## config.mk

```make
export PLATFORM = sky130hd
export DESIGN_NAME = id_ex_stage_skid
export DESIGN_NICKNAME = d
export VERILOG_FILES = /design/src/rtl/id_ex_stage_skid.sv
export SDC_FILE = /design/constraint.sdc
export NUM_CORES = 1
export LEC_CHECK = 0
export CAP_MARGIN = 10
export CORE_MARGIN = 2
export CORE_UTILIZATION = 55
export DETAILED_ROUTE_END_ITERATION = 16
export PLACE_DENSITY = 0.95
export SYNTH_ARGS = -nofsm -noshare
export SYNTH_HDL_FRONTEND = slang
export SYNTH_SLANG_ARGS = --single-unit
```

## constraint.sdc

```tcl
create_clock -name clk -period 3.6 [get_ports clk]
set_input_delay 0.72 -clock clk [delete_from_list [all_inputs] [get_ports clk]]
set_output_delay 0.72 -clock clk [all_outputs]
set_load 0.05 [all_outputs]
```

## src/rtl/id_ex_stage_skid.sv

```systemverilog
// ID->EX stage register with a 2-entry skid buffer and flush.
// in_ready is registered from next state, so there is no comb path from out_ready.
module id_ex_stage_skid #(
  parameter  int DATA_W     = 32,
  parameter  int REG_ADDR_W = 5,
  parameter  int ALUOP_W    = 4,
  localparam int CTRL_W     = ALUOP_W + 6
) (
  input  logic                    clk,
  input  logic                    rst_n,
  input  logic                    flush,
  input  logic                    in_valid,
  output logic                    in_ready,
  input  logic [CTRL_W-1:0]       ctrl_in,
  input  logic [DATA_W-1:0]       pc_plus4_in,
  input  logic [DATA_W-1:0]       rs_data_in,
  input  logic [DATA_W-1:0]       rt_data_in,
  input  logic [DATA_W-1:0]       imm_in,
  input  logic [3*REG_ADDR_W-1:0] reg_addr_in,
  output logic                    out_valid,
  input  logic                    out_ready,
  output logic [CTRL_W-1:0]       ctrl_out,
  output logic [DATA_W-1:0]       pc_plus4_out,
  output logic [DATA_W-1:0]       rs_data_out,
  output logic [DATA_W-1:0]       rt_data_out,
  output logic [DATA_W-1:0]       imm_out,
  output logic [REG_ADDR_W-1:0]   rs_out,
  output logic [REG_ADDR_W-1:0]   rt_out,
  output logic [REG_ADDR_W-1:0]   rd_out
);

  localparam int R      = REG_ADDR_W;
  localparam int IMM_LO = 3 * R;
  localparam int RT_LO  = IMM_LO + DATA_W;
  localparam int RS_LO  = RT_LO + DATA_W;
  localparam int PC_LO  = RS_LO + DATA_W;
  localparam int CT_LO  = PC_LO + DATA_W;
  localparam int SLOT_W = CT_LO + CTRL_W;

  typedef enum logic [1:0] {
    EMPTY = 2'd0,
    ONE   = 2'd1,
    TWO   = 2'd2
  } state_e;

  state_e            state_q, state_d;
  logic [SLOT_W-1:0] main_q, main_d;
  logic [SLOT_W-1:0] skid_q, skid_d;
  logic              in_ready_q, in_ready_d;
  logic              out_valid_q, out_valid_d;
  logic [SLOT_W-1:0] in_slot;
  logic              accept, drain;

  assign in_slot = {ctrl_in, pc_plus4_in, rs_data_in,
                    rt_data_in, imm_in, reg_addr_in};
  assign accept  = in_valid & in_ready_q;
  assign drain   = out_valid_q & out_ready;

  always_comb begin
    state_d = state_q;
    main_d  = main_q;
    skid_d  = skid_q;
    if (flush) begin
      state_d = EMPTY;
      main_d[CT_LO +: CTRL_W] = '0;
      skid_d[CT_LO +: CTRL_W] = '0;
    end else begin
      unique case (state_q)
        EMPTY: begin
          if (accept) begin
            state_d = ONE;
            main_d  = in_slot;
          end
        end
        ONE: begin
          if (accept && drain) begin
            main_d = in_slot;
          end else if (accept) begin
            state_d = TWO;
            skid_d  = in_slot;
          end else if (drain) begin
            state_d = EMPTY;
          end
        end
        TWO: begin
          if (drain) begin
            state_d = ONE;
            main_d  = skid_q;
          end
        end
        default: state_d = EMPTY;
      endcase
    end
    in_ready_d  = (state_d != TWO);
    out_valid_d = (state_d != EMPTY);
  end

  always_ff @(posedge clk or negedge rst_n) begin
    if (!rst_n) begin
      state_q     <= EMPTY;
      main_q      <= '0;
      skid_q      <= '0;
      in_ready_q  <= 1'b1;
      out_valid_q <= 1'b0;
    end else begin
      state_q     <= state_d;
      main_q      <= main_d;
      skid_q      <= skid_d;
      in_ready_q  <= in_ready_d;
      out_valid_q <= out_valid_d;
    end
  end

  assign in_ready     = in_ready_q;
  assign out_valid    = out_valid_q;
  // Bubbles must never carry side-effect controls into execute.
  assign ctrl_out     = out_valid_q ? main_q[CT_LO +: CTRL_W] : '0;
  assign pc_plus4_out = main_q[PC_LO +: DATA_W];
  assign rs_data_out  = main_q[RS_LO +: DATA_W];
  assign rt_data_out  = main_q[RT_LO +: DATA_W];
  assign imm_out      = main_q[IMM_LO +: DATA_W];
  assign rs_out       = main_q[2*R +: R];
  assign rt_out       = main_q[R +: R];
  assign rd_out       = main_q[0 +: R];

endmodule
```

==> reports/metrics.yaml <==
status: "completed"
combPwrFrac: 0.414
grt_start_max_net_pins: 105
required_ns: 2.88
antenna_found_initial: 2
criticalPathCategory: "reg2out"
peakVddDrop_mv: 0.5849
grt_pass1_wl_um: 51880
dp_hpwl_um: 21700
vias_per_cell: 5.455
finalSetupViolCount: 0
fmax_mhz: 336.8
wl_um: 32680
final.setup.tns_ns: 0
worst_hold_slack_ns: 0.2322
hp-class: "in2async"
clk_path_buf_depth: 3
ios: 313
finalCriticalPeriod_ns: 2.969
fin_cells: 1695
p_total_mw: 15.35
syn-instance-count: 1184
worstPathCellList: "and2_1 > clkdlybuf4s50_1"
drc: 0
p_sw_mw: 6.085
swShare: 0.3964
dpl_worst_slack_ns: 0.5593
cts-root-buf: "clkbuf_16"
yosysWarnings: 0
synth_xor_area_frac: 0.0006229
clock_power_share: 0.205
syn_nets: 1346
power_frac_seq: 0.382
rsz0062_at_grt: "no"
cts_resized: 0
drt-pass1-iter-count: 5
cp-start-kind: "register"
clock_latency_ns: 0.55
row_count: 58
cts_setup_buffers: 0
power_density_nw_per_um2: 874.0
placed_area_um2: 16570
synth-simple-area-share: 0.05224
fin_util: 0.6995
drv_slew: 0
ys_ff_latch: 310
cap_violations: 0
num_vias: 9247
start_util: 0.5599
synth.avg_cell_area_um2: 11.87
netlist.area_leader.share: 0.5500
fp.dieH_um: 163.9
syn_to_final_growth_pct: 24.92
cts.clk_slew.worst_paths_ns: 0.06
finalHoldViolations: 0
fin_crit_sh: 0.8248
nets: 1506
htree_levels: 1
crit_slowest_cell: "clkdlybuf4s50_1"
end_kind: "primary output"
synth_edf_count: 0
finalClockSkew_ns: 0.01266
gr-total-overflow: 0
grt_pass1_vias: 10104
cts_tree: "done"
cts-buffers-inserted: 31
gp_congestion: 0.8138
die_area_um2: 26860
p_int_mw: 9.265
synth_ff_type: "dfrtp_1"
synth_area_leaders: "dfrtp_1 55%, mux2i_1 12%, mux2_2 11%, buf_4 7.6%, a21oi_1 5.1%"
slew_headroom: 0.4722
p_leak_nw: 7.151
synthAdderAreaFrac: 0.003560
crit_fanout: 15
ys_seq_area_frac: 0.5518
hold_buffers: 0
max_stage_delay_ns: 0.85
design_area_um2: 17560
dp.cells: 1641
synthMuxAreaShare: 0.2306
drt_iter0_drc: 579
setup_slack_ns: 0.6309
worst_pin_slew_ns: 0.7916
path_delay_family: "buffers and inverters"
wl_per_cell_um: 19.28
synth_compound_area_frac: 0.06256
worstPathArrival_ns: 2.25
ant_nets: 0
numClockSinks: 310
drive_above_1_share: 0.1658
grt_use_total: 0.2422
fillers: 1644
cp.buffers_inverters: 1
die_w_um: 163.9
io_buffer_count: 312
netlist_area_um2: 14060
synthArstFlopShare: 1.000
synth_top_family_by_area: "multiplexers"
fp.coreArea_um2: 25110
ys_types: 28
synth_top_cell_by_area: "dfrtp_1"
## final cells by class
cell class                 instances  area [um2]  area share
multi-input combinational        659        4936      0.2810
sequential                       310        7759      0.4418
clock inverter                    10       105.1    0.005984
clock buffer                      42       887.1     0.05051
tap                              330       412.9     0.02351
inverter                           2       7.507   0.0004274
timing repair buffer             340        3451      0.1965
antenna                            2       5.005   0.0002850
## worst reg2reg max path: stages, from the launching register on
cell	delay [ns]
dfrtp_1	0.65
nand4_1	0.32
a2111oi_4	0.59
buf_12	0.27
buf_12	0.36
nor2_1	0.13
a21oi_1	0.16
## path summary, 6_finish.rpt
kind                             from           to  slack (ns)  cells past startpoint
hold reg to reg            skid_q[73]   skid_q[73]        0.50                      1
max in group asynchronous       rst_n   skid_q[86]        2.50                      2
setup / recovery            out_valid  ctrl_out[8]        0.63                      2
hold / removal                  rst_n   skid_q[19]        0.23                      1
min in group clk           skid_q[73]   skid_q[73]        0.50                      1
setup reg to reg            out_valid  main_q[110]        1.04                      6
## cell usage in the layout, fill, tap and decap left out
master           netlist  final
clkdlybuf4s50_1        0    311
dfrtp_1              309    309
nor2_1               165    165
mux2i_1              163    163
a21oi_1              143    143
mux2_2               143    143
clkbuf_16              0     31
buf_4                143     19
and2_1                11     11
a211oi_1              10     10
buf_12                 0      9
clkbuf_8               0      7
clkinv_2               0      6
nand3_1                4      4
clkbuf_1              35      4
ha_1                   4      3
diode_2                0      2
inv_1                  2      2
o21ai_0                2      2
nand2_1                2      2
a31oi_1                2      2
clkinvlp_4             0      2
bufinv_16              0      2
a21boi_0               1      1
a21boi_1               1      1
o211ai_1               1      1
or2_2                  1      1
xor2_1                 1      1
o21bai_1               1      1
nand4_1                1      1
a2111oi_4              1      1
a2111oi_2              0      1
or2_4                  0      1
ha_4                   0      1
dfstp_2                1      1
buf_8                  0      1
## cells by family after synthesis
| family | count (synthesis) |
|---|---|
| multiplexers | 306 |
| adder cells (fa/ha/maj) | 4 |
| XOR/XNOR | 1 |
| AND/OR/NAND/NOR | 185 |
| buffers and inverters | 215 |
| flip-flops | 310 |
| AO/OA/AOI/OAI | 163 |
## layer usage
layer	global-route usage	wire (um)	vias to the layer above
li1	-	-	4235
met1	0.2723	12140	4635
met2	0.4328	16770	295
met3	0.07323	2613	82
met4	0.09131	1155	0
met5	0	0	-
## cell usage after synthesis (2+ instances only)
cell and n:
o21ai_0 2, clkbuf_1 35, and2_1 11, buf_4 143
a211oi_1 10, ha_1 4, nand3_1 4, nor2_1 165
dfrtp_1 309, a21oi_1 143, buf_2 34, nand2_1 2
a31oi_1 2, mux2_2 143, mux2i_1 163, inv_1 2
## power by group through the flow
stage	clock [mW]	sequential, mW	combinational [mW]
3_3_place_gp	0	5.73	6.13
3_5_place_dp	0	5.86	6.33
5_1_grt	3.35	6.02	6.69
6_report	3.14	5.86	6.35
4_1_cts	3.21	5.85	6.39
2_1_floorplan	0	5.60	5.25
## flip-flops by register name (all words and copies together) (netlist names)
| register | flops |
|---|---|
| out_valid | 1 |
| main_q | 153 |
| in_ready | 1 |
| skid_q | 153 |
| state_q | 2 |
Power figures use the tool's default switching activity.
